==> src/rtl/fft_seq_pkg.sv <==
// fft_seq_pkg: shared state type, default sizes and frame-length clamp for the FFT frame sequencer
package fft_seq_pkg;

    typedef enum logic [1:0] {
        IDLE,
        RUN,
        PAD
    } seq_state_e;

    localparam int SYMBOL_WIDTH_DEF = 16;
    localparam int MAX_LOG2_LEN_DEF = 12;
    localparam int MIN_LOG2_LEN_DEF = 3;
    localparam int FRAME_CNT_W      = 16;

    // Requested log2 length forced into the supported [lo, hi] window
    function automatic logic [3:0] clamp_log2(input logic [3:0] v, input int lo, input int hi);
        return (int'(v) < lo) ? 4'(lo) : (int'(v) > hi) ? 4'(hi) : v;
    endfunction

endpackage

==> src/rtl/fft_seq_skid_buffer.sv <==
// fft_seq_skid_buffer: 2-entry registered skid buffer; in_ready_o comes straight from a flop
module fft_seq_skid_buffer #(
    parameter int WIDTH = 8
) (
    input  logic             clk_i,
    input  logic             rst_i,
    input  logic [WIDTH-1:0] in_data_i,
    input  logic             in_valid_i,
    output logic             in_ready_o,
    output logic [WIDTH-1:0] out_data_o,
    output logic             out_valid_o,
    input  logic             out_ready_i,
    output logic             busy_o
);

    logic [WIDTH-1:0] out_data_q;
    logic [WIDTH-1:0] skid_data_q;
    logic             out_valid_q;
    logic             skid_valid_q;
    logic             push;

    assign in_ready_o  = !skid_valid_q;
    assign push        = in_valid_i && in_ready_o;
    assign out_data_o  = out_data_q;
    assign out_valid_o = out_valid_q;
    assign busy_o      = out_valid_q || skid_valid_q;

    // Output register refills from the skid entry first; the skid entry only catches a beat during a stall
    always_ff @(posedge clk_i or posedge rst_i) begin
        if (rst_i) begin
            out_data_q   <= '0;
            skid_data_q  <= '0;
            out_valid_q  <= 1'b0;
            skid_valid_q <= 1'b0;
        end else if (!out_valid_q || out_ready_i) begin
            out_valid_q  <= skid_valid_q || push;
            skid_valid_q <= 1'b0;
            if (skid_valid_q) out_data_q <= skid_data_q;
            else if (push) out_data_q <= in_data_i;
        end else if (push) begin
            skid_valid_q <= 1'b1;
            skid_data_q  <= in_data_i;
        end
    end

endmodule

==> src/rtl/fft_frame_sequencer.sv <==
// fft_frame_sequencer: frames a complex sample stream into SOP/EOP packets; FFT_SEQ_ZERO_PAD_EN zero-pads a stopped frame
module fft_frame_sequencer
    import fft_seq_pkg::*;
#(
    parameter int SYMBOL_WIDTH = SYMBOL_WIDTH_DEF,
    parameter int MAX_LOG2_LEN = MAX_LOG2_LEN_DEF,
    parameter int MIN_LOG2_LEN = MIN_LOG2_LEN_DEF
) (
    input  logic                        clock_clk,
    input  logic                        reset_reset,
    input  logic [2*SYMBOL_WIDTH-1:0]   asi_in_data,
    input  logic                        asi_in_valid,
    output logic                        asi_in_ready,
    output logic [2*SYMBOL_WIDTH-1:0]   aso_out_data,
    output logic                        aso_out_valid,
    output logic                        aso_out_startofpacket,
    output logic                        aso_out_endofpacket,
    output logic                        aso_out_inverse,
    input  logic                        aso_out_ready,
    input  logic [3:0]                  cfg_log2_len,
    input  logic                        cfg_inverse,
    input  logic                        cfg_start,
    input  logic                        cfg_stop,
    output logic                        status_busy,
    output logic [FRAME_CNT_W-1:0]      status_frame_count
);

    localparam int DW = 2 * SYMBOL_WIDTH;
    localparam int PW = DW + 3;

    seq_state_e             state_q;
    logic [3:0]             len_q;
    logic                   inv_q;
    logic                   stop_pending_q;
    logic [MAX_LOG2_LEN-1:0] idx_q;
    logic [MAX_LOG2_LEN-1:0] last_idx;
    logic [FRAME_CNT_W-1:0] frame_cnt_q;
    logic                   skid_ready;
    logic                   skid_busy;
    logic                   push;
    logic                   eop;
    logic [DW-1:0]          push_data;
    logic [PW-1:0]          push_payload;
    logic [PW-1:0]          out_payload;

    // Last index of a 2**len frame; a full-width shift wraps to zero and the subtraction yields all ones
    assign last_idx     = (MAX_LOG2_LEN'(1) << len_q) - MAX_LOG2_LEN'(1);
    assign eop          = idx_q == last_idx;
    assign asi_in_ready = (state_q == RUN) && skid_ready;
`ifdef FFT_SEQ_ZERO_PAD_EN
    assign push      = (asi_in_valid && asi_in_ready) || (state_q == PAD && skid_ready);
    assign push_data = (state_q == PAD) ? '0 : asi_in_data;
`else
    assign push      = asi_in_valid && asi_in_ready;
    assign push_data = asi_in_data;
`endif
    assign push_payload = {push_data, idx_q == '0, eop, inv_q};

    fft_seq_skid_buffer #(
        .WIDTH(PW)
    ) u_skid (
        .clk_i      (clock_clk),
        .rst_i      (reset_reset),
        .in_data_i  (push_payload),
        .in_valid_i (push),
        .in_ready_o (skid_ready),
        .out_data_o (out_payload),
        .out_valid_o(aso_out_valid),
        .out_ready_i(aso_out_ready),
        .busy_o     (skid_busy)
    );

    assign aso_out_data          = out_payload[PW-1:3];
    assign aso_out_startofpacket = out_payload[2];
    assign aso_out_endofpacket   = out_payload[1];
    assign aso_out_inverse       = out_payload[0];
    assign status_busy           = (state_q != IDLE) || skid_busy;
    assign status_frame_count    = frame_cnt_q;

    // Framing FSM: frame config is latched only at frame start so mid-frame cfg changes wait for the next SOP
    always_ff @(posedge clock_clk or posedge reset_reset) begin
        if (reset_reset) begin
            state_q        <= IDLE;
            len_q          <= 4'(MIN_LOG2_LEN);
            inv_q          <= 1'b0;
            idx_q          <= '0;
            stop_pending_q <= 1'b0;
        end else begin
            case (state_q)
                IDLE: begin
                    if (cfg_start && !cfg_stop) begin
                        state_q <= RUN;
                        len_q   <= clamp_log2(cfg_log2_len, MIN_LOG2_LEN, MAX_LOG2_LEN);
                        inv_q   <= cfg_inverse;
                        idx_q   <= '0;
                    end
                end
                RUN: begin
                    if (push && eop) begin
                        idx_q          <= '0;
                        stop_pending_q <= 1'b0;
                        if (stop_pending_q || cfg_stop) begin
                            state_q <= IDLE;
                        end else begin
                            len_q <= clamp_log2(cfg_log2_len, MIN_LOG2_LEN, MAX_LOG2_LEN);
                            inv_q <= cfg_inverse;
                        end
                    end else begin
                        if (push) idx_q <= idx_q + 1'b1;
                        if (cfg_stop) begin
`ifdef FFT_SEQ_ZERO_PAD_EN
                            state_q <= (push || idx_q != '0) ? PAD : IDLE;
`else
                            if (!push && idx_q == '0) state_q <= IDLE;
                            else stop_pending_q <= 1'b1;
`endif
                        end
                    end
                end
`ifdef FFT_SEQ_ZERO_PAD_EN
                PAD: begin
                    if (push) begin
                        idx_q <= eop ? '0 : idx_q + 1'b1;
                        if (eop) state_q <= IDLE;
                    end
                end
`endif
                default: state_q <= IDLE;
            endcase
        end
    end

    // Completed frames are counted when the EOP beat leaves downstream, not when it enters
    always_ff @(posedge clock_clk or posedge reset_reset) begin
        if (reset_reset) frame_cnt_q <= '0;
        else if (aso_out_valid && aso_out_ready && aso_out_endofpacket) frame_cnt_q <= frame_cnt_q + 1'b1;
    end

endmodule

==> config.mk <==
export PLATFORM = sky130hd
export DESIGN_NAME = fft_frame_sequencer
export DESIGN_NICKNAME = d
export VERILOG_FILES = /design/src/rtl/fft_seq_pkg.sv /design/src/rtl/fft_seq_skid_buffer.sv /design/src/rtl/fft_frame_sequencer.sv
export SDC_FILE = /design/constraint.sdc
export NUM_CORES = 1
export LEC_CHECK = 0
export ABC_AREA = 1
export BUFFER_PORTS_ARGS = -buffer_cell sky130_fd_sc_hd__buf_2
export CAP_MARGIN = 20
export CORE_MARGIN = 2
export CORE_UTILIZATION = 57
export CTS_BUF_LIST = sky130_fd_sc_hd__clkbuf_8
export DETAILED_ROUTE_END_ITERATION = 8
export HOLD_SLACK_MARGIN = 0.03
export PLACE_DENSITY = 0.79
export SYNTH_ARGS = -nofsm -noshare
export SYNTH_HDL_FRONTEND = slang
export SYNTH_SLANG_ARGS = --single-unit
==> constraint.sdc <==
create_clock -name clock_clk -period 4.4 [get_ports clock_clk]
set_input_delay 0.66 -clock clock_clk [delete_from_list [all_inputs] [get_ports clock_clk]]
set_output_delay 0.66 -clock clock_clk [all_outputs]
set_load 0.005 [all_outputs]
==> results of run 1 <==
==> worst min path at each step <==
stage,end,cells past startpoint,from
2_1_floorplan,u_skid.skid_data_q[34]$_DFFE_PP0P_,2,u_skid.skid_data_q[34]$_DFFE_PP0P_
5_1_grt,u_skid.skid_data_q[17]$_DFFE_PP0P_,3,asi_in_data[14]
4_1_cts,u_skid.skid_data_q[29]$_DFFE_PP0P_,2,u_skid.skid_data_q[29]$_DFFE_PP0P_
3_5_place_dp,u_skid.skid_data_q[25]$_DFFE_PP0P_,2,u_skid.skid_data_q[25]$_DFFE_PP0P_
3_3_place_gp,u_skid.skid_data_q[29]$_DFFE_PP0P_,2,u_skid.skid_data_q[29]$_DFFE_PP0P_
6_report,u_skid.skid_data_q[30]$_DFFE_PP0P_,2,u_skid.skid_data_q[30]$_DFFE_PP0P_
==> synth_stat cells <==
| library cell | instances |
|---|---|
| o21ai_0 | 7 |
| nor2_2 | 3 |
| nor2_4 | 2 |
| a21boi_0 | 1 |
| buf_6 | 1 |
| o21ai_1 | 1 |
| ha_1 | 4 |
| clkinv_1 | 2 |
| nor3_1 | 3 |
| nand2_1 | 250 |
| nand3_2 | 1 |
| nand3_1 | 24 |
| xor2_1 | 17 |
| a21oi_1 | 17 |
| nand3b_1 | 1 |
| nor4_1 | 4 |
| mux2_2 | 1 |
| nand2_2 | 1 |
| o211ai_1 | 1 |
| dfstp_2 | 2 |
| and3_1 | 1 |
| clkbuf_1 | 15 |
| a31oi_1 | 34 |
| inv_1 | 48 |
| buf_4 | 2 |
| inv_2 | 2 |
| nand4_1 | 10 |
| dfrtp_1 | 105 |
| nand2_4 | 1 |
| or2_2 | 1 |
| buf_2 | 7 |
| nor2_1 | 64 |
| xnor2_1 | 9 |
==> final cells by class <==
| type | instances | area [µm²] |
|---|---|---|
| clock inverters | 5 | 45.0 |
| multi-input cells | 458 | 2140 |
| inverters | 52 | 198 |
| well taps | 108 | 135 |
| repair buffers | 102 | 538 |
| clock buffers | 11 | 151 |
| fillers | 737 | 2840 |
| flip-flops and latches | 107 | 2680 |
==> per-layer routing <==
metal	up-vias	routed length, µm
met5	-	0
met4	0	130
met3	13	537
met2	110	5790
met1	2105	4950
li1	2199	-
==> logic make-up (layout without fill, tap and decap cells) <==
group	count (synthesis)	count (layout)	synth area share
AO/OA/AOI/OAI	61	61	0.0688
adder cells (fa/ha/maj)	4	4	0.00977
buffers and inverters	77	170	0.0610
flip-flops	107	107	0.523
AND/OR/NAND/NOR	366	366	0.291
XOR/XNOR	26	26	0.0444
multiplexers	1	1	0.00220
==> power breakdown <==
part | internal (W) | leakage, nW | switching, W
Sequential | 0.00137 | 1.30 | 0.000282
Clock | 0.000245 | 0.0981 | 0.000345
Combinational | 0.000527 | 1.65 | 0.000782
==> sequential cells by signal, summed over array words and instances, names as in the netlist <==
signal / cells
inv_q: 1
state_q: 1
u_skid.out_valid_o: 1
status_frame_count: 16
u_skid.skid_data_q: 35
len_q: 4
u_skid.skid_valid_q: 1
stop_pending_q: 1
idx_q: 12
u_skid.out_data_o: 35
==> per-stage QoR <==
| step | instance area [µm²] | instances | worst slack (ns) | hold slack [ns] |
|---|---|---|---|---|
| floorplan | 5120 | 642 | 0.926 | 0.442 |
| global placement | 5670 | 826 | 1.50 | 0.453 |
| global route | 5880 | 843 | 1.41 | 0.500 |
| finish | 5880 | 843 | 1.69 | 0.480 |
| CTS | 5860 | 842 | 1.69 | 0.483 |
| detailed placement | 5670 | 826 | 1.41 | 0.459 |
==> worst register-to-register path, delay by kind of cell (launching register included) <==
| family | cells | cell delay, ns |
|---|---|---|
| DFF | 1 | 0.41 |
| buffers and inverters | 3 | 1.33 |
| and+or+nand+nor | 3 | 0.46 |
| AOI/OAI and AO/OA | 1 | 0.40 |
==> results.json, run 1 <==
{
  "max_freq_ghz": 0.368,
  "critPathMaxFanout": 36,
  "pin_count": 97,
  "port_buffers": 96,
  "cts_buffers": 9,
  "start_kind": "flip-flop",
  "use_met1": 0.311,
  "ctsResizeCount": 0,
  "vias_per_cell": 5.25,
  "first_pass_iters": 5,
  "setup.worst_path.end_class": "flip-flop",
  "area_delta_synth_final_pct": 14.8,
  "ys_types": 33,
  "finalSetupTns_ns": 0,
  "synth_area_per_cell_um2": 7.98,
  "htree_num_levels": 3,
  "ys_top_cells_by_area": "dfrtp_1 51%, nand2_1 18%, nor2_1 4.7%, a31oi_1 4.2%, inv_1 3.5%",
  "first_iter_violations": 261,
  "layout_common_cells": "250 x nand2_1, 105 x dfrtp_1, 96 x buf_2",
  "grt_setup_unrepaired": "false",
  "globalplace.congestion": 0.881,
  "timing.rr.end": "u_skid.skid_data_q[2]$_DFFE_PP0P_",
  "peakVddDrop_uv": 294,
  "crit_chain": "inv_1 > nor2_1 > nand2_1 > nor2_2 > buf_4 > clkinv_1 > o21ai_0",
  "cp_data_required_time_ns": 4.67,
  "syn_inst": 642,
  "final_util": 0.675,
  "slew_headroom": 0.327,
  "min_path_type": "reg2reg",
  "startpoint": "state_q[0]$_DFFE_PP0P_",
  "hpwl_um": 8020,
  "fin_skew_ns": 0.00955,
  "netlist_area_mm2": 0.00512,
  "p_leak_nw": 3.05,
  "crit_buf_inv": 3,
  "die_h_um": 98.8,
  "grt_usage": 0.234,
  "start_util": 0.588,
  "drt-wirelength-per-cell_um": 13.5,
  "grt-busiest-layer": "met2",
  "core_mm2": 0.00872,
  "antenna_found_initial": 0,
  "std_cell_rows": 34,
  "grt_pass1_vias": 4153,
  "die_x_um": 98.8,
  "p_per_area_mw_per_mm2": 604,
  "n_antenna_cell": 0,
  "cts_setup_buffers": 0,
  "setup_violations": 0,
  "final_nets": 777,
  "status": "finished clean",
  "synth_top_area_frac": 0.513,
  "grt_overflow": 0,
  "grt_max_degree": 79,
  "die_area_mm2": 0.00977,
  "arrival_ns": 2.99,
  "cp.depth": 7,
  "drv_cap": 0,
  "reg2reg_depth": 7,
  "grt_pass1_wl_um": 18800,
  "vias": 4427,
  "cts.sinks": 107,
  "synth_seq_cells": 107,
  "postCtsHoldBufs": 0,
  "period_needed_ns": 2.71,
  "layout-drive-gt1-share": 0.181,
  "synth_warnings": 0,
  "r2r_start": "state_q[0]$_DFFE_PP0P_",
  "power.total_w": 0.00355,
  "crit_end": "u_skid.skid_data_q[2]$_DFFE_PP0P_",
  "path_class": "reg2reg",
  "synthesis.nets": 689,
  "grt.met3_usage": 0.0319,
  "worst_slew_pin_slew_ns": 1.00,
  "drtAntennaViolNets": 0,
  "r2r_slack_ns": 1.69,
  "cp_slowest_cell": "clkinv_1",
  "tritoncts": "built",
  "root_buffer": "clkbuf_8",
  "wl_um": 11400,
  "route.detailed.drc": 0,
  "cp_top_family": "buffers and inverters",
  "insertion_delay_ns": 0.37,
  "final_common_cell": "nand2_1",
  "fin_crit_sh": 0.617,
  "seq_area_frac_synth": 0.523,
  "critPathMaxStageDelay_ns": 0.89,
  "grt_util_met2": 0.402,
  "yosys.area.top_type": "dfrtp_1",
  "path_clk_slew_ns": 0.10,
  "drv_slew": 0,
  "cts_max_path_buffers": 2,
  "hold_viol": 0
}
No activity file was read; power rests on OpenSTA's default activity.
==> run 2: changes to the inputs <==
Settings changed: ABC_AREA 1 to 0, CORE_UTILIZATION 57 to 52, PLACE_DENSITY 0.79 to 0.76.
Clock period 4.4 ns to 2.2 ns, I/O delays scaled along.
==> results.json, run 2 <==
{
  "ys_types": 55,
  "drt-wirelength-per-cell_um": 14.4,
  "p_leak_nw": 2.96,
  "n_fill_cell": 786,
  "synth_area_per_cell_um2": 9.72,
  "cp_slowest_cell": "or4_4",
  "syn_inst": 528,
  "synth_edf_count": 0,
  "yosysMostFrequentCell": "nand2_1",
  "first_iter_violations": 194,
  "start_kind": "flip-flop",
  "globalplace.congestion": 0.908,
  "min_path_type": "in2reg",
  "pre_cts_ws_ns": -0.503,
  "r2r_slack_ns": -0.45,
  "fin_skew_ns": 0.00767,
  "layout-drive-gt1-share": 0.298,
  "violations": "negative setup slack",
  "std_cell_rows": 36,
  "cts_buffers": 9,
  "hold_start": "asi_in_data[5]",
  "setup_slack_ns": -0.445,
  "max_freq_ghz": 0.378,
  "netlist_area_mm2": 0.00513,
  "insertion_delay_ns": 0.37,
  "grt_pass1_wl_um": 18400,
  "slew_headroom": 0.562,
  "swShare": 0.391,
  "r2r_start": "len_q[1]$_DFFE_PP1P_",
  "synth_top_area_frac": 0.512,
  "seq_area_frac_synth": 0.522,
  "final_util": 0.654,
  "arrival_ns": 2.90,
  "htree_num_levels": 3,
  "grt_overflow": 0,
  "yosys.area.top_type": "dfrtp_1",
  "hold_viol": 0,
  "status": "finished, violations left",
  "critPathMaxFanout": 6,
  "path_clk_slew_ns": 0.10,
  "critPathMaxStageDelay_ns": 0.55,
  "die_area_mm2": 0.0107,
  "p_comb_frac": 0.467,
  "start_util": 0.530,
  "port_buffers": 96,
  "fin_cells": 787,
  "setup.worst_path.end_class": "flip-flop",
  "clkPwrFrac": 0.142,
  "cts.sinks": 107,
  "first_pass_iters": 6,
  "pin_count": 97,
  "antenna_found_initial": 0,
  "synth_flop_cell": "dfrtp_1",
  "route.detailed.drc": 0,
  "p_per_area_mw_per_mm2": 1310,
  "period_needed_ns": 2.65,
  "vias": 4140,
  "core_mm2": 0.00968,
  "power_frac_seq": 0.391,
  "cp_data_required_time_ns": 2.46,
  "die_h_um": 103,
  "final_nets": 696,
  "worst_slew_pin_slew_ns": 0.658,
  "ys_top_cells_by_area": "dfrtp_1 51%, nand2_1 9.1%, mux2i_1 6.4%, nor2_1 4.5%, a21oi_1 4.0%",
  "p_sw_w": 0.00325,
  "hpwl_um": 7890,
  "synthesis.nets": 575,
  "cts_max_path_buffers": 2,
  "grt_pass1_vias": 3993,
  "drtAntennaViolNets": 0,
  "path_class": "reg2reg",
  "wl_um": 11400,
  "n_antenna_cell": 0,
  "synth_commonest_cells": "125 x nand2_1, 105 x dfrtp_1, 62 x nor2_1, 41 x a21oi_1, 33 x mux2i_1",
  "tritoncts": "built",
  "startpoint": "len_q[1]$_DFFE_PP1P_",
  "die_x_um": 103,
  "grt_usage": 0.220,
  "synth_warnings": 0,
  "drv_cap": 0,
  "root_buffer": "clkbuf_8",
  "vias_per_cell": 5.26,
  "peakVddDrop_uv": 712,
  "grt_max_degree": 67,
  "grt_setup_unrepaired": "true",
  "final_common_cell": "nand2_1",
  "async_flop_share": 1.00,
  "finalSetupTns_ns": -7.46,
  "drv_slew": 0,
  "setup_violations": 21,
  "synth_seq_cells": 107,
  "p_int_w": 0.00508,
  "crit_chain": "or4_4 > ha_4 > or3_1 > a21oi_2 > o21a_1 > o22ai_4 > o31ai_4 > buf_6 > mux2_4",
  "dpl.cell_count": 763,
  "fin_crit_sh": 1.20,
  "layout_common_cells": "125 x nand2_1, 104 x dfrtp_1, 96 x buf_2",
  "area_delta_synth_final_pct": 23.5
}
## run 2: what timing repair did
action,4_1_cts,5_1_grt
resized for setup,6,18
hold buffers,1,0
buffers inserted,3,4
endpoints found under the hold margin,15,0
pin swaps,7,17
endpoints found under the setup margin,21,21
## run 2: cell type report
cell class / count / area [µm²] / area share
Sequential cell: 107 / 2680 / 0.423
Clock buffer: 11 / 151 / 0.0239
Tap cell: 133 / 166 / 0.0263
Clock inverter: 5 / 45.0 / 0.00711
Inverter: 8 / 33.8 / 0.00533
Multi-Input combinational cell: 386 / 2420 / 0.381
Timing Repair Buffer: 137 / 842 / 0.133
## run 2: per-layer routing
layer,global-route usage,routed length [µm]
met1,0.302,5190
met3,0.0464,555
met2,0.349,5410
met4,0.0739,203
met5,0,0
## run 2: power groups by stage
stage	Combinational (W)	Sequential, W	Clock [W]
after floorplan	0.00228	0.00325	0
after global placement	0.00334	0.00325	0
after detailed placement	0.00349	0.00327	0
after CTS	0.00355	0.00325	0.00122
after global routing	0.00431	0.00336	0.00129
final	0.00389	0.00326	0.00118
## run 2: cells by family (layout without fill, tap and decap cells)
kind of cell / after synthesis / count (layout) / share of synthesized area
buffers and inverters: 35 / 161 / 0.0334
and+or+nand+nor: 243 / 243 / 0.212
DFF: 107 / 107 / 0.522
adders and majority gates: 4 / 4 / 0.00975
muxes: 39 / 39 / 0.0775
xor gates and xnor gates: 28 / 28 / 0.0478
AOI/OAI and AO/OA: 72 / 72 / 0.0978
## run 2: path summary, 6_finish.rpt
kind                                                      end  cells after the start
setup reg to reg                         len_q[3]$_DFFE_PP0P_                      9
min in group asynchronous    u_skid.out_data_o[5]$_DFFE_PP0P_                      3
hold reg to reg            u_skid.skid_data_q[25]$_DFFE_PP0P_                      2
max in group asynchronous     u_skid.skid_valid_q$_DFFE_PP0P_                      4
setup / recovery                         len_q[3]$_DFFE_PP0P_                      9
hold / removal              u_skid.skid_data_q[8]$_DFFE_PP0P_                      3
## run 2: critical path: cells and delay by family, from the launching register on
kind                       cells  cell delay (ns)
AOI/OAI and AO/OA              4             0.62
adders and majority gates      1             0.20
and+or+nand+nor                2             0.87
muxes                          1             0.30
DFF                            1             0.38
buffers and inverters          1             0.17
## run 2: metrics by stage
step	hold WS, ns	total power [W]	cell area [µm²]
detailed placement	0.347	0.00676	5950
global placement	0.349	0.00660	5950
floorplan	0.435	0.00552	5160
CTS	0.139	0.00802	6200
finish	0.154	0.00833	6340
global route	0.148	0.00896	6340
